## src/rtl/fb_pkg.sv

```systemverilog
// Shared types and geometry for the framebuffer pixel writer.
package fb_pkg;

  localparam int unsigned H_RES   = 160;
  localparam int unsigned V_RES   = 120;
  localparam int unsigned COLOR_W = 3;
  localparam int unsigned OFS_W   = 15;
  localparam int unsigned ADDR_W  = OFS_W + 1;
  localparam int unsigned NPIX    = H_RES * V_RES;

  typedef struct packed {
    logic [OFS_W-1:0]   ofs;
    logic [COLOR_W-1:0] color;
  } pix_req_t;

  typedef enum logic {
    IDLE,
    CLEAR
  } fsm_state_t;

  // Linear offset within one bank; caller guarantees x/y are in range.
  function automatic logic [OFS_W-1:0] pix_offset(input logic [9:0] x, input logic [9:0] y);
    return OFS_W'(20'(y) * 20'(H_RES) + 20'(x));
  endfunction

endpackage

```

## src/rtl/pix_fifo.sv

```systemverilog
// Synchronous FIFO of pixel requests; a push is accepted while full if a pop
// happens on the same edge.
module pix_fifo
  import fb_pkg::*;
#(
  parameter int unsigned DEPTH = 8
) (
  input  logic                     clk,
  input  logic                     reset_n,
  input  logic                     push,
  input  logic                     pop,
  input  pix_req_t                 din,
  output pix_req_t                 dout,
  output logic                     full,
  output logic                     empty,
  output logic [$clog2(DEPTH):0]   count
);

  localparam int unsigned PW = $clog2(DEPTH);

  pix_req_t      r_mem [DEPTH];
  logic [PW-1:0] r_wr_ptr;
  logic [PW-1:0] r_rd_ptr;
  logic [PW:0]   r_count;
  logic          w_do_push;
  logic          w_do_pop;

  assign empty     = (r_count == '0);
  assign full      = (r_count == (PW+1)'(DEPTH));
  assign count     = r_count;
  assign dout      = r_mem[r_rd_ptr];
  assign w_do_pop  = pop && !empty;
  assign w_do_push = push && (!full || w_do_pop);

  always_ff @(posedge clk) begin
    if (w_do_push) r_mem[r_wr_ptr] <= din;
  end

  always_ff @(posedge clk) begin
    if (!reset_n) begin
      r_wr_ptr <= '0;
      r_rd_ptr <= '0;
      r_count  <= '0;
    end else begin
      if (w_do_push) r_wr_ptr <= r_wr_ptr + PW'(1);
      if (w_do_pop)  r_rd_ptr <= r_rd_ptr + PW'(1);
      case ({w_do_push, w_do_pop})
        2'b10:   r_count <= r_count + (PW+1)'(1);
        2'b01:   r_count <= r_count - (PW+1)'(1);
        default: r_count <= r_count;
      endcase
    end
  end

endmodule

```

## src/rtl/fb_pixel_writer.sv

```systemverilog
// Pixel-write consumer: buffers plots, writes them to the back bank of a
// double-buffered framebuffer, and runs back-bank clears and bank swaps.
module fb_pixel_writer
  import fb_pkg::*;
#(
  parameter int unsigned FIFO_DEPTH = 8
) (
  input  logic               clk,
  input  logic               reset_n,
  input  logic [9:0]         x,
  input  logic [9:0]         y,
  input  logic [COLOR_W-1:0] color,
  input  logic               plot,
  input  logic               clear_req,
  input  logic [COLOR_W-1:0] clear_color,
  input  logic               swap_req,
  output logic [ADDR_W-1:0]  mem_addr,
  output logic [COLOR_W-1:0] mem_data,
  output logic               mem_we,
  output logic               front_bank,
  output logic               busy,
  output logic               clear_done,
  output logic               swap_done,
  output logic               overflow
);

  localparam int unsigned CW = $clog2(FIFO_DEPTH) + 1;

  fsm_state_t         r_state, w_state_nxt;
  logic [OFS_W-1:0]   r_ofs_cnt, w_ofs_nxt;
  logic [ADDR_W-1:0]  r_mem_addr, w_addr_nxt;
  logic [COLOR_W-1:0] r_mem_data, w_data_nxt;
  logic               r_mem_we, w_we_nxt;
  logic               r_front_bank, w_front_nxt;
  logic               r_clear_done, w_clear_done_nxt;
  logic               r_swap_done, w_swap_done_nxt;
  logic               r_clear_pend, w_clear_pend_nxt;
  logic               r_swap_pend, w_swap_pend_nxt;
  logic [COLOR_W-1:0] r_clear_color;
  logic [COLOR_W-1:0] r_active_color, w_active_color_nxt;
  logic               r_overflow;

  logic               w_in_range;
  logic               w_push;
  logic               w_pop;
  logic               w_drop;
  logic               w_full;
  logic               w_empty;
  logic [CW-1:0]      w_count;
  pix_req_t           w_din;
  pix_req_t           w_dout;

  assign w_in_range = (x < 10'(H_RES)) && (y < 10'(V_RES));
  assign w_din      = '{ofs: pix_offset(x, y), color: color};
  assign w_push     = plot && w_in_range;
  // Pop condition must match the IDLE write branch below exactly.
  assign w_pop      = (r_state == IDLE) && !r_clear_pend && !w_empty;
  assign w_drop     = w_push && w_full && !w_pop;

  pix_fifo #(
    .DEPTH (FIFO_DEPTH)
  ) u_fifo (
    .clk     (clk),
    .reset_n (reset_n),
    .push    (w_push),
    .pop     (w_pop),
    .din     (w_din),
    .dout    (w_dout),
    .full    (w_full),
    .empty   (w_empty),
    .count   (w_count)
  );

  always_comb begin
    w_state_nxt        = r_state;
    w_ofs_nxt          = r_ofs_cnt;
    w_addr_nxt         = r_mem_addr;
    w_data_nxt         = r_mem_data;
    w_we_nxt           = 1'b0;
    w_front_nxt        = r_front_bank;
    w_clear_done_nxt   = 1'b0;
    w_swap_done_nxt    = 1'b0;
    w_clear_pend_nxt   = r_clear_pend;
    w_swap_pend_nxt    = r_swap_pend;
    w_active_color_nxt = r_active_color;

    case (r_state)
      IDLE: begin
        if (r_clear_pend) begin
          w_clear_pend_nxt   = 1'b0;
          w_ofs_nxt          = '0;
          w_active_color_nxt = r_clear_color;
          w_state_nxt        = CLEAR;
        end else if (!w_empty) begin
          w_we_nxt   = 1'b1;
          w_addr_nxt = {~r_front_bank, w_dout.ofs};
          w_data_nxt = w_dout.color;
        end else if (r_swap_pend) begin
          w_front_nxt     = ~r_front_bank;
          w_swap_done_nxt = 1'b1;
          w_swap_pend_nxt = 1'b0;
        end
      end
      CLEAR: begin
        if (r_ofs_cnt == OFS_W'(NPIX)) begin
          w_clear_done_nxt = 1'b1;
          w_state_nxt      = IDLE;
        end else begin
          w_we_nxt   = 1'b1;
          w_addr_nxt = {~r_front_bank, r_ofs_cnt};
          w_data_nxt = r_active_color;
          w_ofs_nxt  = r_ofs_cnt + OFS_W'(1);
        end
      end
      default: w_state_nxt = IDLE;
    endcase

    // New requests land after consumption so a same-edge request is kept.
    if (clear_req) w_clear_pend_nxt = 1'b1;
    if (swap_req)  w_swap_pend_nxt  = 1'b1;
  end

  always_ff @(posedge clk) begin
    if (!reset_n) begin
      r_state        <= IDLE;
      r_ofs_cnt      <= '0;
      r_mem_addr     <= '0;
      r_mem_data     <= '0;
      r_mem_we       <= 1'b0;
      r_front_bank   <= 1'b0;
      r_clear_done   <= 1'b0;
      r_swap_done    <= 1'b0;
      r_clear_pend   <= 1'b0;
      r_swap_pend    <= 1'b0;
      r_clear_color  <= '0;
      r_active_color <= '0;
      r_overflow     <= 1'b0;
    end else begin
      r_state        <= w_state_nxt;
      r_ofs_cnt      <= w_ofs_nxt;
      r_mem_addr     <= w_addr_nxt;
      r_mem_data     <= w_data_nxt;
      r_mem_we       <= w_we_nxt;
      r_front_bank   <= w_front_nxt;
      r_clear_done   <= w_clear_done_nxt;
      r_swap_done    <= w_swap_done_nxt;
      r_clear_pend   <= w_clear_pend_nxt;
      r_swap_pend    <= w_swap_pend_nxt;
      r_active_color <= w_active_color_nxt;
      r_overflow     <= r_overflow | w_drop;
      if (clear_req) r_clear_color <= clear_color;
    end
  end

  assign mem_addr   = r_mem_addr;
  assign mem_data   = r_mem_data;
  assign mem_we     = r_mem_we;
  assign front_bank = r_front_bank;
  assign clear_done = r_clear_done;
  assign swap_done  = r_swap_done;
  assign overflow   = r_overflow;
  assign busy       = (r_state != IDLE) || (w_count != '0) || r_clear_pend || r_swap_pend;

endmodule

```

## config.mk

```make
export PLATFORM = sky130hd
export DESIGN_NAME = fb_pixel_writer
export DESIGN_NICKNAME = d
export VERILOG_FILES = /design/src/rtl/fb_pkg.sv /design/src/rtl/pix_fifo.sv /design/src/rtl/fb_pixel_writer.sv
export SDC_FILE = /design/constraint.sdc
export NUM_CORES = 1
export LEC_CHECK = 0
export ABC_AREA = 1
export ABC_CLOCK_PERIOD_IN_PS = 5010
export CAP_MARGIN = 20
export CORE_MARGIN = 2
export CORE_UTILIZATION = 40
export DETAILED_ROUTE_END_ITERATION = 16
export PLACE_DENSITY_LB_ADDON = 0.25
export SLEW_MARGIN = 20
export SYNTH_ARGS = -nofsm -noshare
export SYNTH_HDL_FRONTEND = slang
export SYNTH_SLANG_ARGS = --single-unit
```

## constraint.sdc

```tcl
create_clock -name clk -period 5.01 [get_ports clk]
set_input_delay 0.7515 -clock clk [delete_from_list [all_inputs] [get_ports clk]]
set_output_delay 0.7515 -clock clk [all_outputs]
set_load 0.005 [all_outputs]
```

==> results, run 1 <==
- Counting the fill cells in the layout gives 2247.
- Sorting the synthesized cells by area gives the leading types as edfxtp_1 46%, dfxtp_1 13%, nand2_1 10%.
- The number of buffer and inverter instances along the worst setup path is 1.
- The maximum VDD drop is approximately 300 uV.
- The number of distinct standard cells referenced by the synthesized netlist is 35.
- The data required time of the worst path is 5.26 ns.
- After routing, the total negative slack on setup checks comes to 0 ns.
- After the first detailed-routing iteration, the DRC count stood at around 430.
- The DRC violation count after routing is 0.
- STA classifies the critical path endpoint as a flop.
- The largest fanout on the critical path is 8.
- Power spread over the standard cell area amounts to 455 nW/um2.
- The synthesized cell area is 9370 um2.
- The library cell occupying the most area in the post-synthesis netlist is edfxtp_1.
- The routability congestion estimate is 0.852.
- The instance count of the mapped netlist is 981.
- The family of cells with the greatest summed delay on the critical path is adder cells.
- The via count of the first global-routing pass is 6395.
- Setup repair after global routing left no endpoint under its margin.
- The floorplan step defined a core boundary enclosing 23300 um2.
- The total cell area at the placement stage is roughly 10000 um2.
- The setup slack at placement is approximately 1.2 ns.
- Dividing the detail-routed wire length by the instance count gives 16.1 um.
- The total iterations of the first detailed-routing run is 5.
- The total wire length after detailed routing is 22100 um.
- In this design, the stage delay of the slowest critical-path cell is about 0.52 ns.
- The cell with the most instances on the worst path is ha_1.
- Clock skew on the completed layout was measured at roughly 0.015 ns.
- The number of antenna repair diodes is 0.
- The total count of max-transition violations in the final report is 0.
- The worst path meets setup with 1.68 ns of slack.
- The first global-routing pass estimated 34200 um of wire.
- The clock-pin slew on the worst setup and hold paths is 0.06 ns.
- The master cell of the clock root buffer is clkbuf_16.
- Derived from the worst setup path, the maximum achievable clock frequency is about 300 MHz.
- The clock period could shrink to 3.33 ns.
- The share of cells above drive strength 1 is 0.0925.
- The critical path is of the in2reg type.
- The kind of start point of the critical path is an input pin.
- For this block, the via count after detailed routing is 6835.
- On the final layout, the worst hold slack is approximately 0.46 ns.
- The highest-delay cell along the critical path is clkdlybuf4s50_1.
- The number of buffers inserted during clock tree synthesis is 23.
- The number of sinks driven by the clock tree is around 200.
- The max-capacitance violation count is 0.
- The setup fix buffers added after clock tree synthesis is 0.
- The number of endpoints with negative hold slack in the final report came to 0.
- The maximum buffer depth of the clock tree is 3.
- The share of synthesized area in the top cell type comes to 0.461.
- The startpoint of the lowest-slack register-to-register path is r_state$_SDFF_PN0_.
- The largest net degree at the start of global routing is 73.
- The endpoint arrival time on the critical path is around 3.6 ns.
- At the later pin of the worst-skew pair, clock insertion delay measures about 0.51 ns.
- Summed over all nets, the half-perimeter wirelength after detailed placement is approximately 14000 um.
- The commonest cells after synthesis are 258 x nand2_1, 187 x nand3_1, 144 x edfxtp_1, 68 x nor2_1, 61 x dfxtp_1.
- The finished cells cover 11000 um2.
- Synthesis inferred 205 register bits.
- The transition time at the pin with the least slew margin is 0.791 ns.
- In the final design database the tool counted around 1.1k nets.
- Headroom to the max-slew limit came out at 0.469.
- For this configuration, the core starts out at a cell density of 0.403.
- The proportion of synthesized flip-flops having asynchronous set or reset is 0.
- The signal on the critical path passes through clkdlybuf4s50_1, ha_1, ha_1, fa_1, ha_1, nand2_1, o21bai_1, nand3_1, nand2_1, nor2_1, xor2_1.
- The detail-routed via count per cell is 5.00.
- The number of hold buffers added after CTS was 0.
- At the end of the flow the core is filled with cells to 0.473.
- When the netlist entered floorplanning its net count stood at 1039.
- Across every metal layer, demand over resource in global routing totals 0.179.
- The width of the die is 157 um.
- The number of antenna violations at the first check in global routing is 0.
- nand2_1 is the most common cell in the netlist.
- The die height is 157 um.
- For this design the static power due to leakage is 0.00416 uW.
- The share of the Yosys chip area taken by registers is 0.592.
- The clock tree from TritonCTS is built.
- The die covers 24700 um2.
- The worst hold path startpoint is r_clear_pend$_SDFFE_PN0P_.
- The count of buffers added on input and output ports is 55.
- The average cell area after synthesis is approximately 9.6 um2.
- The critical path starts at y[3].
- The run finished with clean final reports.
- The area growth from synthesis to layout is 17.5%.
- The detail route stage leaves a number of antenna-violating nets equal to 0.
- After global routing the overflow that remains totals 0.
- In the synthesized netlist the dominant register cell turns out to be edfxtp_1.
- The number of failing setup endpoints in the final timing report is 0.
- The warning count from the yosys run is 0.
- The number of top-level design ports is 56.
- The synthesized design contains about 140 enable-type register cells.
- Dividing the final minimum period by the clock period gives 0.664.
- The floorplan row count is 56.
- The type of the tightest min-delay check is reg2reg.
- The number of H-tree branching levels is 1.
- The count of instances resized after the clock tree is built is 0.
-- kinds of logic after synthesis --
| logic type | after synthesis | share of synthesized area |
|---|---|---|
| and+or+nand+nor | 563 | 0.268 |
| adders and majority gates | 27 | 0.0385 |
| AOI/OAI and AO/OA | 71 | 0.0430 |
| buffers and inverters | 104 | 0.0487 |
| DFF | 205 | 0.592 |
| xor gates and xnor gates | 11 | 0.0103 |
-- state kept, by name, summed over array words and instances (netlist names), 3 cells and up, named ones only --
register         count
r_active_color       3
mem_data             3
r_clear_color        3
r_ofs_cnt           15
mem_addr            16
u_fifo.r_mem       144
u_fifo.count         4
u_fifo.r_wr_ptr      3
u_fifo.r_rd_ptr      3
-- layout by cell type (no fill, tap or decap), drive strengths merged, types with 2 or more instances in the layout --
master and instances:
nand3b 4, o21bai 2, nand3 199, buf 16, a21oi 46, or2 6
nor3 11, bufinv 3, fa 3, xnor2 2, ha 24, dfxtp 61
nand4 9, edfxtp 144, nand2 262, inv 58, xor2 9, clkdlybuf4s50 55
clkbuf 29, clkinv 11, nor2 70, o21ai 21
-- area by class of cell --
type	instances	area [um2]	area share
Sequential cell	205	5550	0.504
Timing Repair Buffer	71	671	0.0609
Clock buffer	29	622	0.0565
Multi-Input combinational cell	672	3410	0.310
Clock inverter	11	131	0.0119
Tap cell	319	399	0.0363
Inverter	61	230	0.0209
-- worst paths after layout --
kind / end / slack (ns) / cells after the start
max: u_fifo.r_mem[6][15]$_DFFE_PP_ / 1.68 / 11
min: r_clear_pend$_SDFFE_PN0P_ / 0.46 / 2
max reg2reg: u_fifo.r_mem[4][9]$_DFFE_PP_ / 2.11 / 8
min reg2reg: r_clear_pend$_SDFFE_PN0P_ / 0.46 / 2
-- report_power, final --
group	internal, uW	switching [uW]	total, uW	leakage [uW]
combinational	456	855	1310	0.00199
clock	1030	647	1680	0.000377
sequential	1960	57.4	2020	0.00179
-- through the flow --
| step | power, uW | cells |
|---|---|---|
| after floorplan | 2940 | 981 |
| after global placement | 3340 | 1328 |
| after detailed placement | 3370 | 1328 |
| after CTS | 5050 | 1368 |
| after global routing | 5290 | 1368 |
| final | 5010 | 1368 |
-- per-layer routing --
metal / part of all wire / track usage
met4: 0.017 / 0.0498
met5: 0 / 0
met2: 0.48 / 0.308
met1: 0.45 / 0.239
met3: 0.055 / 0.0226
-- worst reg2reg max path: cells and delay by family (launching register included) --
family	cells	cell delay, ns
and+or+nand+nor	5	1.13
DFF	1	0.30
buffers and inverters	3	1.13
Note: power is estimated with default switching activity, not from simulation.
==> inputs of run 2 (changes only) <==
Settings changed: ABC_CLOCK_PERIOD_IN_PS 5010 to 2700.
Clock period 5.01 ns to 2.7 ns, I/O delays scaled along.
==> run 2 against run 1 <==
Against the previous run: critical path depth unchanged; wire length increased by 2.4%; setup slack lost 1.5 ns; power increased by 87%; via count up 2.8%; cell count is 2.5% higher; sequential cell count stayed put; clock power rose by 77%.
==> results, run 2 (synthesized netlist as in run 1, its figures left out) <==
- The repair_antennas step left the layout with diodes totalling 0.
- The largest net degree at the start of global routing is 73.
- The most common cell after layout, fill and taps aside is nand2_1.
- In this run the number of H-tree levels came out at 1.
- The worst setup skew after layout is 0.00851 ns.
- After clock tree synthesis, the clock-pin slew on the worst setup and hold paths is 0.06 ns.
- The clock net in this run drives a total of 205 sinks.
- The via count of the routed design is 7025.
- The total iterations of the first detailed-routing run is 5.
- The register bank with the most flops is u_fifo.r_mem.
- The cell-internal power is 6390 uW.
- The share of cells above drive strength 1 is 0.124.
- The total count of max-transition violations in the final report is 0.
- Data on the critical path arrives at its endpoint at between 2 and 3 ns.
- The worst reg2reg path endpoint is mem_addr[11]$_SDFFE_PN0P_.
- The DRC violation count after routing is 0.
- Setup repair after global routing left no endpoint under its margin.
- For this run the aggregate overflow at the end of global routing stands at 0.
- The latest clock arrival within the worst-skew pair is 0.51 ns.
- During I/O placement, the number of pins put on the boundary was 56.
- The worst relative slew slack is 0.466.
- IR analysis of the VDD net gives a maximum drop of 397 uV.
- The via count of the first global-routing pass was between 6k and 7k.
- In the layout the commonest cells are 256 x nand2_1, 187 x nand3_1, 144 x edfxtp_1.
- The initialized floorplan defines 56 standard-cell rows.
- In this run, post-CTS hold repair placed 0 buffers.
- The max-capacitance violation count is 0.
- The count of nets left with antenna violations once routing finished came out at 0.
- Measured in cells, the most critical reg-to-reg path has a length of 9.
- The die is 157 um wide.
- The run finished with clean final reports.
- The end point of the most critical hold path is r_swap_pend$_SDFFE_PN0P_.
- The start-to-end type of the worst setup path is in2reg.
- The startpoint of the lowest-slack register-to-register path is r_ofs_cnt[0]$_SDFFE_PN0P_.
- The clock tree from TritonCTS is built.
- The worst hold path stage count is 3.
- The total half-perimeter wirelength after legalization and detailed placement is 14200 um.
- The final-stage net count is 1124.
- For this design the static power due to leakage is 0.00433 uW.
- The sequential share of power is 0.400.
- The number of endpoints with negative hold slack in the final report is 0.
- Based on the critical path, the design can be clocked at up to slightly below 400 MHz.
- The switching fraction of total power is 0.318.
- The detail-routed via count per cell is around 5.
- The worst setup path is launched from an input pin.
- The post-layout instance count excluding filler cells is 1402.
- The endpoint type of the worst setup path is a flop.
- Buffers placed on the I/O ports in this run total 55.
- Setup violations remaining at the end of the flow were counted as 0.
- In this run the vertical extent of the chip is 157 um.
- In the finished design, the share of the clock period the worst path needs comes to 0.943.
- The tightest min-delay check is of the in2reg type.
- For this configuration, the core starts out at a cell density of 0.403.
- The largest fanout on the critical path is 8.
- The first-pass GRT wire length is 36000 um.
- The post-layout minimum cycle time is 2.55 ns.
- The master cell of the clock root buffer is clkbuf_16.
- The completed layout was analyzed and its total power is 9370 uW.
- The setup fix buffers added after clock tree synthesis is 0.
- The first-iteration detailed-routing DRC count is between 500 and 600.
- The clock network fraction of total power is 0.317.
- The highest-delay cell along the critical path is fa_1.
- The average routed wire per standard cell is 16.1 um.
- Routability-driven placement finished with a final weighted congestion of 0.869.
- The setup check on the worst reg-to-reg path leaves a slack of 0.27 ns.
- The number of buffers inserted during clock tree synthesis is 23.
- At the pin with the least slew margin, the transition time is 0.801 ns.
- The routed design has 22600 um of wire.
- In this run the most critical hold path is launched from swap_req.
- The clock passes through at most 3 buffers.
- The floorplan step defined a die boundary enclosing 24700 um2.
- After floorplanning, the core was sized to cover 23300 um2.
- The power density of the placed cells is roughly 820 nW/um2.
- The part of the power in combinational logic is 0.283.
- In the global route stage, overall resource usage came out at 0.187.
- For this run, the slowest stage of the critical path takes ~0.62 ns.
- The register with the most flip-flops in the layout has 144 of them.
- The area growth from synthesis to layout is 21.6%.
- The number of antenna violations at the first check in global routing is 0.
- The cell count after placement is 1360.
- STA puts the critical path data required time at 2.94 ns.
- Traced cell by cell, the critical path runs through clkdlybuf4s50_1, ha_1, fa_1, ha_4, nand2_1, o21bai_1, nand3_1, nand2_2, nor2_4, buf_6, xor2_4.
- The reported net switching power is 2980 uW.
==> run 2: changes by cell type in the layout (fill, tap and decap cells not counted), sizes merged <==
cell / delta
buf: +32
clkbuf: +5
clkinv: -3
bufinv: -2
clkdlybuf4s50: -2
inv: +2
dlygate4sd2: +1
dlymetal6s2s: +1
==> run 2: critical path: cells and delay by family <==
kind                       cells  cell delay [ns]
buffers and inverters          2             0.56
xor gates and xnor gates       1             0.19
AOI/OAI and AO/OA              1             0.10
and+or+nand+nor                4             0.33
adders and majority gates      3             1.20
==> run 2: worst max path at each step <==
| stage | start | to | slack (ns) | cells after the start |
|---|---|---|---|---|
| final | y[2] | u_fifo.r_mem[6][15]$_DFFE_PP_ | 0.15 | 11 |
| after global routing | y[2] | u_fifo.r_mem[3][15]$_DFFE_PP_ | 0.03 | 11 |
| after CTS | y[3] | u_fifo.r_mem[4][17]$_DFFE_PP_ | 0.003 | 13 |
| after detailed placement | y[1] | u_fifo.r_mem[2][14]$_DFFE_PP_ | -0.60 | 10 |
| after global placement | y[1] | u_fifo.r_mem[5][15]$_DFFE_PP_ | -0.55 | 12 |
| after floorplan | y[9] | u_fifo.r_mem[0][0]$_DFFE_PP_ | -0.20 | 6 |
==> run 2: area by class of cell <==
type	instances	area [um2]
timing repair buffer	103	1030
clock inverter	8	66.3
sequential	205	5550
inverter	61	230
tap	319	399
clock buffer	34	657
multi-input combinational	672	3470
fill	2164	11900
==> run 2: repair_timing <==
action,4_1_cts,5_1_grt
gates resized for setup,5,7
endpoints found under the setup margin,24,32
pin swaps,2,8
==> run 2: power by group through the flow <==
stage	registers [uW]	clock network (uW)	logic (uW)
floorplan	3800	0	1670
global placement	3820	0	2580
detailed placement	3820	0	2620
CTS	3750	3030	2650
global route	3770	3190	2980
finish	3750	2980	2650
==> run 2: per-stage QoR <==
step	hold slack, ns	instance area [um2]	setup TNS, ns	utilization	setup slack, ns
final	0.456	11400	0	0.490	0.154
after CTS	0.443	11400	0	0.489	0.00314
after global routing	0.475	11400	0	0.490	0.0345
after global placement	0.444	10600	-22.86	0.456	-0.550
after floorplan	0.432	9400	-14.76	-	-0.198
after detailed placement	0.454	10600	-25.53	0.456	-0.601
==> run 2: routing by layer <==
metal  vias up  share of wire  track usage
li1       3524              -            -
met1      3295           0.44        0.254
met2       172           0.48        0.314
met3        34          0.052       0.0242
met4         0          0.022       0.0567
met5         -              0            0
==> inputs of run 3 (changes only) <==
Settings changed: PLACE_DENSITY_LB_ADDON 0.25 to not set.
==> run 3 against run 2 <==
Against the previous run: sequential power about the same; clock skew up 0.0080 ns; critical path depth up 1; setup slack worse by 0.027 ns; die area unchanged; sequential cell count unchanged; fmax down 1.0%; sequential share of layout area up 0.10 points; core utilization down 0.10 points; critical endpoint is now u_fifo.r_mem[7][15]$_DFFE_PP_.
==> results, run 3 (synthesized netlist as in run 1, its figures left out) <==
- The worst setup skew after layout is between 0.015 and 0.02 ns.
- The area growth from synthesis to layout is 21.4%.
- The power density of the placed cells is 807 nW/um2.
- The setup fix buffers added after clock tree synthesis is 0.
- The latest clock arrival within the worst-skew pair is about 0.51 ns.
- Routability-driven placement finished with a final weighted congestion of 0.856.
- The largest stage delay on the critical path is 0.54 ns.
- Once detail routing completed, the nets flagged for antenna violations numbered 0.
- The worst setup path is captured at a flop.
- Summing all non-filler instances in the final layout gives an area of 11400 um2.
- The standard cell core area is 23300 um2.
- The number of buffers inserted during clock tree synthesis is 22.
- The cell with the most instances on the worst path is nand2_1.
- The clock tree from TritonCTS is built.
- Across all setup checks in the final design, the least slack found is 0.128 ns.
- The kind of cell with the highest combined delay along the critical path is adder cells.
- The type of the tightest min-delay check is reg2reg.
- Of the cells placed in the final design, the portion with a size suffix greater than 1 is 0.129.
- The flip-flop count of the largest register, all copies and words added is between 100 and 150.
- The first-iteration detailed-routing DRC count is 433.
- During I/O placement, the number of pins put on the boundary was 56.
- The library cell used most frequently in the layout, excluding fill and tap cells, is nand2_1.
- The met2 capacity usage during global routing is 0.329.
- Headroom to the max-slew limit came out at 0.492.
- The initial utilization of the core area, before any placement, comes to 0.403.
- The clock passes through at most 3 buffers.
- The number of antenna diodes in the final layout is 0.
- The number of buffer and inverter instances along the worst setup path is 2.
- The total wire length after detailed routing is around 23000 um.
- At the pin with the least slew margin, the transition time is roughly 0.76 ns.
- The total routing usage reported by global routing is 0.189.
- Across the VDD grid, the largest voltage drop is around 480 uV.
- The highest-delay cell along the critical path is clkdlybuf4s50_1.
- Counting flops per register, the top entry is u_fifo.r_mem.
- Clock-pin slew was measured on the worst setup and hold paths at 0.06 ns.
- The average routed wire per standard cell is 16.3 um.
- Across all hold checks on the routed design, the worst slack comes to 0.451 ns.
- Detailed placement finished with a half-perimeter wire length of ~14000 um.
- The global-route track usage on met3 is 0.0245.
- The via count of the first global-routing pass is 6787.
- The total count of max-transition violations in the final report is 0.
- The width of the die is 157 um.
- STA classifies the critical path startpoint as an input pin.
- The floorplan row count is 56.
- The first-pass GRT wire length is ~36000 um.
- By startpoint and endpoint, the worst setup path is classified as in2reg.
- The signal on the critical path passes through clkdlybuf4s50_1, ha_4, fa_1, ha_4, nand2_1, nor2_1, nand2_1, nand3_2, nand2_1, nor2_2, buf_6, xor2_4.
- Across the run, the number of max-cap violations was 0.
- The setup slack at placement is -0.640 ns.
- The DRC violation count after routing is 0.
- The die covers 24700 um2.
- The largest net degree at the start of global routing is 73.
- The post-layout minimum cycle time is about 2.6 ns.
- The total cell area at the placement stage is 10600 um2.
- In this run the worst path has a maximum fanout of 8.
- The master cell of the clock root buffer is clkbuf_16.
- Measured along the y axis, the die boundary spans 157 um.
- The net count of the finished layout is 1123.
- The total overflow reported by the global router is 0.
- The top cell types in the final layout, fill and taps aside, are 256 x nand2_1, 185 x nand3_1, 144 x edfxtp_1.
- The flow ran to the end, and the final reports show no timing, DRC or antenna violations.
- At the worst endpoint, the arrival time is 2.89 ns.
- The number of endpoints with negative hold slack in the final report was 0.
- The maximum clock frequency is 389 MHz.
- Buffers placed on the I/O ports in this run total 55.
- The layout filler cell count is ~2.2k.
- The leakage component of the power is 0.00432 uW.
- For this design, the sink count on the clock tree is slightly above 200.
- The number of failing setup endpoints in the final timing report is 0.
- The data required time of the worst path is 3.02 ns.
- The number of antenna violations at the first check in global routing was 0.
- CTS built an H-tree with a depth of 1.
- Detailed routing inserted a total of 6964 vias.
- The number of hold buffers added after CTS was 0.
- In the routed layout, each cell is associated on average with a via count of 4.98.
- Of the available clock period, the critical path in the final layout requires 0.953.
- The first TritonRoute pass finished after 5 iterations.
- In the global route stage, met1 resource usage came out at 0.250.
- The global routing stage identified its most utilized layer as met2.
## run 3: cell count changes in the layout (fill, tap and decap cells not counted), sizes merged
| cell | change |
|---|---|
| dlymetal6s2s | +1 |
| inv | -2 |
| clkdlybuf4s50 | -1 |
| bufinv | -1 |
| clkbuf | -4 |
| clkinv | +4 |
## run 3: path summary, 6_finish.rpt
| path | from | endpoint | slack, ns | depth (start not counted) |
|---|---|---|---|---|
| worst max register to register | u_fifo.count[0]$_SDFFE_PN0P_ | u_fifo.count[3]$_SDFFE_PN0P_ | 0.66 | 14 |
| worst max-delay path | y[4] | u_fifo.r_mem[7][15]$_DFFE_PP_ | 0.13 | 12 |
| worst min-delay path | r_clear_pend$_SDFFE_PN0P_ | r_clear_pend$_SDFFE_PN0P_ | 0.45 | 2 |
| worst min register to register | r_clear_pend$_SDFFE_PN0P_ | r_clear_pend$_SDFFE_PN0P_ | 0.45 | 2 |
## run 3: area by class of cell
class                   count  area [um2]  area share
well taps                 319         399      0.0351
clock buffers              30         634      0.0558
flip-flops and latches    205        5550       0.488
repair buffers            103        1020      0.0895
inverters                  61         230      0.0202
clock inverters             9        40.0     0.00352
multi-input cells         672        3500       0.308
## run 3: routing by layer
metal / vias to the layer above / wire [um]
met2: 156 / 11000
li1: 3511 / -
met4: 0 / 450
met3: 31 / 987
met5: - / 0
met1: 3266 / 10300
## run 3: power breakdown
group	leakage (uW)	internal (uW)	total, uW	switching, uW
sequential	0.00179	3640	3740	106
clock	0.000341	1630	2820	1180
combinational	0.00219	967	2620	1650
## run 3: tightest hold or removal path, cell delays in order, from the launching register on
cell and delay (ns):
dfxtp_1 0.31, nand2_1 0.05, a21oi_1 0.05
## run 3: what timing repair did
item	CTS	global route
pin swaps	6	9
hold endpoints to repair	0	0
resized for setup	8	9
endpoints found under the setup margin	32	40
## run 3: per-stage QoR
stage	cells	power (uW)	util	TNS, ns
2_1_floorplan	981	5470	-	-14.76
3_3_place_gp	1360	6350	0.456	-22.86
3_5_place_dp	1360	6400	0.456	-26.00
4_1_cts	1399	9230	0.487	0
5_1_grt	1399	9710	0.489	-0.0238
6_report	1399	9180	0.489	0
==> edit 1, RTL diff (settings of run 2) <==
The output `mem_we` loses its register stage (`r_mem_we` becomes a continuous assignment).
--- a/src/rtl/fb_pixel_writer.sv
+++ b/src/rtl/fb_pixel_writer.sv
@@ -126,7 +126,6 @@
       r_ofs_cnt      <= '0;
       r_mem_addr     <= '0;
       r_mem_data     <= '0;
-      r_mem_we       <= 1'b0;
       r_front_bank   <= 1'b0;
       r_clear_done   <= 1'b0;
       r_swap_done    <= 1'b0;
@@ -140,7 +139,6 @@
       r_ofs_cnt      <= w_ofs_nxt;
       r_mem_addr     <= w_addr_nxt;
       r_mem_data     <= w_data_nxt;
-      r_mem_we       <= w_we_nxt;
       r_front_bank   <= w_front_nxt;
       r_clear_done   <= w_clear_done_nxt;
       r_swap_done    <= w_swap_done_nxt;
@@ -151,6 +149,8 @@
       if (clear_req) r_clear_color <= clear_color;
     end
   end
+
+  assign r_mem_we = w_we_nxt;
 
   assign mem_addr   = r_mem_addr;
   assign mem_data   = r_mem_data;
Formal check against the unedited RTL: not equivalent (Yosys sat finds a counterexample within 4 cycles, from zero or initial values and one cycle with reset_n low).
==> edit 1 against run 2 <==
  * Final area is 0.54% lower
  * Routed wire length down 1.6%
  * Die area fell by 1.0%
  * Worst hold slack got worse by 0.0015 ns
  * Utilization is 0.92 points higher
  * Worst setup slack worse by 0.046 ns
  * Sequential cell count fell by 1
  * Power decreased by 0.54%
  * Global-route usage about the same
  * Synthesized area down 1.1%
  * Non-clock buffer count up 2
  * Clock skew is 0.0016 ns lower
  * Critical path type is now flop to output port
  * Largest cell class unchanged
  * Highest routed layer unchanged
==> edit 1: results (changes against run 2) <==
| Metric | Value |
|---|---|
| Final wirelength | 22.21 mm (-1.6%) |
| Nets | 1120 (-0.36%) |
| Total GRT Usage | 0.1872 (about the same) |
| Synth unique cells | 35 (unchanged) |
| DP Worst Slack | -0.6275 ns (-0.02671 ns) |
| Vias in the first global route | 6782 (+1.8%) |
| Rel. slew slack | 0.5115 (+0.04564) |
| Synth top area cells | edfxtp_1 47%, dfxtp_1 13%, nand3_1 11% |
| Switching Fraction | 0.3116 (-0.006713) |
| Net Count, Synth | 1033 (-0.58%) |
| Leak | 4.312 nW (-0.47%) |
| Inserted Clock Buffers | 22 (-4.3%) |
| H-tree levels | 1 (unchanged) |
| Initial antenna violation count | 0 (unchanged) |
| DR vias | 6962 (-0.90%) |
| GPL Wtd Cong | 0.8429 (-3.0%) |
| Number of flops mapped to enable cells by yosys | 144 (unchanged) |
| Status | finished, final reports clean |
| Root Driver | clkbuf_16 |
| Max reg flops | 144 (unchanged) |
| Biggest register | u_fifo.r_mem |
| Antenna cell count | 0 (unchanged) |
| List of most frequent post-synthesis cells | 253 x nand2_1, 198 x nand3_1, 144 x edfxtp_1 |
| Max clock buf depth | 3 (unchanged) |
| CP Max Fanout | 6 (-2) |
| Worst hold path type | primary input to flop |
| Final HPWL DP | 13.95 mm (-2.1%) |
| First-pass iteration count of the detailed router | 5 (unchanged) |
| Skew-Pair Late Insertion Delay | roughly 0.50 ns |
| Share of layout cells above drive strength 1 | 0.1187 (-0.004992) |
| Initial DRC Count | 490 (-10%) |
| Peak supply drop | 0.5912 mV (+49%) |
| First-pass GRT wire length | 35.84 mm (-0.33%) |
| Crit path DAT | 2.19 ns (-0.60 ns) |
| Dpl cell area | 10500 sq um (-1.0%) |
| Pin count of the biggest net entering global routing | 73 (unchanged) |
| Clk pin slew, worst setup/hold paths | 0.06 ns (about the same) |
| Ys async rst share | 0 (unchanged) |
| Sequential area share after synthesis | 0.5960 (+0.004231) |
| Yosys warnings | 0 (unchanged) |
| Port Buffer Count | 55 (unchanged) |
| Clock Skews | 0.006890 ns (-0.001617 ns) |
## edit 1: per-layer routing
metal	part of all wire	up-vias	GRT usage
met1	0.44	3237	0.2496
met2	0.48	172	0.3224
met5	0	-	0
met4	0.030	0	0.05592
li1	-	3515	-
met3	0.048	38	0.02188
## edit 1: cells by family (layout without fill, tap and decap cells)
kind of cell | Yosys count | after routing | share of synthesized area
AOI/OAI and AO/OA | 72 | 72 | 0.04036
adders and majority gates | 27 | 27 | 0.03887
buffers and inverters | 102 | 205 | 0.04899
and+or+nand+nor | 559 | 559 | 0.2654
DFF | 204 | 204 | 0.5960
xor gates and xnor gates | 11 | 11 | 0.01039
## edit 1: per-stage QoR
| step | utilization | std cells | setup TNS, ns |
|---|---|---|---|
| finish | 0.4992 | 1363 | 0 |
| global route | 0.4992 | 1363 | 0 |
| CTS | 0.4963 | 1363 | 0 |
| detailed placement | 0.4625 | 1322 | -25.25 |
| global placement | 0.4625 | 1322 | -23.73 |
| floorplan | - | 975 | -9.994 |
## edit 1: worst max-delay path, cell delays in order (launching register included)
cell and delay, ns:
dfxtp_1 0.42, inv_1 0.13, ha_1 0.25, nand3_1 0.10, nor2_2 0.06, nand2_2 0.11
nand2_4 0.05, nand2_2 0.07, clkdlybuf4s50_1 0.50
## edit 1: cell type report
cell class	count	area, sq um
Sequential cell	204	5527
Clock inverter	7	93.84
Timing Repair Buffer	105	1067
Fill cell	2109	11370
Inverter	60	226.5
Multi-Input combinational cell	669	3438
Clock buffer	33	626.9
Tap cell	285	356.6
## edit 1: path summary, 6_finish.rpt
| kind | startpoint | to | slack, ns | cells past startpoint |
|---|---|---|---|---|
| worst max-delay path | r_ofs_cnt[0] | mem_we | 0.11 | 8 |
| worst min-delay path | swap_req | r_swap_pend | 0.45 | 3 |
| worst max register to register | u_fifo.count[0] | u_fifo.count[3] | 0.68 | 14 |
| worst min register to register | r_clear_pend | r_clear_pend | 0.46 | 2 |
## edit 1: power by group through the flow
| stage | Clock [mW] | Combinational, mW | Sequential, mW |
|---|---|---|---|
| floorplan | 0 | 1.64 | 3.77 |
| global placement | 0 | 2.56 | 3.79 |
| detailed placement | 0 | 2.59 | 3.80 |
| CTS | 3.03 | 2.63 | 3.73 |
| global route | 3.15 | 2.96 | 3.75 |
| finish | 2.96 | 2.63 | 3.73 |
## edit 1: timing repair
action                     in CTS  in global routing
buffers inserted                1                  0
setup endpoints to repair      32                 33
resized for setup               8                 12
pin swaps                       7                  5
==> edit 2, RTL diff (settings of run 2) <==
Made on the original files. The package constant `COLOR_W` goes from 3 to 6.
--- a/src/rtl/fb_pkg.sv
+++ b/src/rtl/fb_pkg.sv
@@ -3,7 +3,7 @@
 
   localparam int unsigned H_RES   = 160;
   localparam int unsigned V_RES   = 120;
-  localparam int unsigned COLOR_W = 3;
+  localparam int unsigned COLOR_W = 6;
   localparam int unsigned OFS_W   = 15;
   localparam int unsigned ADDR_W  = OFS_W + 1;
   localparam int unsigned NPIX    = H_RES * V_RES;
Interface: changed (resized clear_color, color and mem_data); port bits go from 56 to 65. The function was not compared with the original's and may differ.
==> edit 2 against run 2 <==
  * Worst setup slack improved by 0.0069 ns
  * Routed wire length rose by 14%
  * Highest routed layer unchanged
  * Synthesized area rose by 13%
  * Final area rose by 12%
  * Sequential share of layout area rose by 1.9 points
  * First-iteration DRC count rose by 18%
  * Largest cell class unchanged
  * Power rose by 10%
  * Largest power group unchanged
  * Sequential cell count rose by 33
==> edit 2: results (changes against run 2) <==
| Metric | Value |
|---|---|
| Status | finished, final reports clean |
| Initial antenna violation count | 0 (unchanged) |
| CTS tree | built |
| Sequential area share after synthesis | 0.6096 (+0.01783) |
| Ys async rst share | 0 (unchanged) |
| Crit path max-delay family | adder cells |
| Root Driver | clkbuf_16 |
| Compound-cell area share of the yosys netlist | 0.06674 (+0.02374) |
| Max clock buf depth | 3 (unchanged) |
| DP Worst Slack | -0.6274 ns (-0.02661 ns) |
| Worst hold path type | primary input to flop |
| Peak supply drop | 0.6127 mV (+54%) |
| Number of flops mapped to enable cells by yosys | 168 (+17%) |
| Clock Skews | 0.01457 ns (+0.006066 ns) |
| Setup Fix Bufs, Post-CTS | 0 (unchanged) |
| Leak | 4.907 nW (+13%) |
| Mapped cell area | 10570 sq um (+13%) |
| CP max-delay cell | fa_1 |
| Rel. slew slack | 0.5702 (+0.1044) |
| Biggest register | u_fifo.r_mem |
| Port Buffer Count | 64 (+16%) |
| Nets | 1246 (+11%) |
| Total GRT Usage | 0.1837 (-0.003586) |
| Max reg flops | 168 (+17%) |
| Yosys warnings | 0 (unchanged) |
| First-pass iteration count of the detailed router | 7 (+2) |
| Skew-Pair Late Insertion Delay | around 0.52 ns |
| Post-Synth XOR/XNOR Area | 0.009940 (-0.0003421) |
| Synth Area in Adders | 0.03408 (-0.004378) |
| CP Max Fanout | 8 (unchanged) |
| Via-to-Cell Ratio | 5.105 (+1.9%) |
| Initial DRC Count | 645 (+18%) |
| List of most frequent post-synthesis cells | 297 x nand2_1, 168 x edfxtp_1, 128 x nand3_1 |
| Synth unique cells | 36 (+2.9%) |
| Post-cts gate resize count | 6 (+1) |
| Antenna cell count | 0 (unchanged) |
| Synth top area cells | edfxtp_1 48%, dfxtp_1 13%, nand2_1 11% |
| Share of layout cells above drive strength 1 | 0.1052 (-0.01856) |
| Pin count of the biggest net entering global routing | 85 (+16%) |
| Vias in the first global route | 7547 (+13%) |
| GPL Wtd Cong | 0.8169 (-6.0%) |
| Final wirelength | 25.69 mm (+14%) |
| CP peak stage delay | 0.56 ns (-0.06 ns) |
| First-pass GRT wire length | 41.02 mm (+14%) |
| Final HPWL DP | 15.82 mm (+11%) |
| H-tree levels | 1 (unchanged) |
| Inserted Clock Buffers | 25 (+8.7%) |
| Crit path DAT | 2.79 ns (about the same) |
| Clk pin slew, worst setup/hold paths | 0.06 ns (about the same) |
| Post-synthesis mux area share | 0 (unchanged) |
edit 2: changes by cell type after synthesis, sizes merged, moves of 4 or more:
cell    delta
dfxtp      +9
nand3     -69
edfxtp    +24
nand4     +18
buf        +4
nand2     +41
nor2       +9
a21oi     +40
inv        +5
o21ai     +28
or2        +5
clkbuf     +6
edit 2: per-stage QoR:
stage               TNS (ns)  hold WS (ns)  instance area (sq um)  instances
finish                     0        0.4345                  12760       1533
global route               0        0.4496                  12760       1533
CTS                        0        0.4225                  12710       1533
detailed placement    -28.64        0.4517                  11950       1490
global placement      -26.05        0.4436                  11950       1490
floorplan             -31.36        0.4460                  10600       1100
edit 2: area by class of cell:
cell class	count	area, sq um
sequential	238	6447
fill	2431	13220
timing repair buffer	108	1141
inverter	65	245.2
clock inverter	7	33.78
clock buffer	36	696.9
multi-input combinational	744	3779
tap	335	419.2
edit 2: path summary, 6_finish.rpt:
| check | from | endpoint | slack (ns) | cells after the start |
|---|---|---|---|---|
| min reg2reg | mem_addr[12] | mem_addr[12] | 0.46 | 2 |
| min | swap_req | r_swap_pend | 0.43 | 3 |
| max | y[0] | u_fifo.r_mem[5][18] | 0.16 | 12 |
| max reg2reg | u_fifo.count[0] | u_fifo.count[3] | 0.44 | 14 |
edit 2: power by group:
group	switching [mW]	internal [mW]
combinational	1.74	1.06
sequential	0.160	4.23
clock	1.34	1.78
total	3.24	7.07
edit 2: layer usage:
layer | part of all wire | wire (um) | vias up | global-route usage
met5 | 0 | 0 | - | 0
met4 | 0.019 | 486 | 0 | 0.04648
met3 | 0.044 | 1143 | 32 | 0.02067
met2 | 0.45 | 11680 | 182 | 0.2909
met1 | 0.48 | 12370 | 3690 | 0.2705
li1 | - | - | 3922 | -
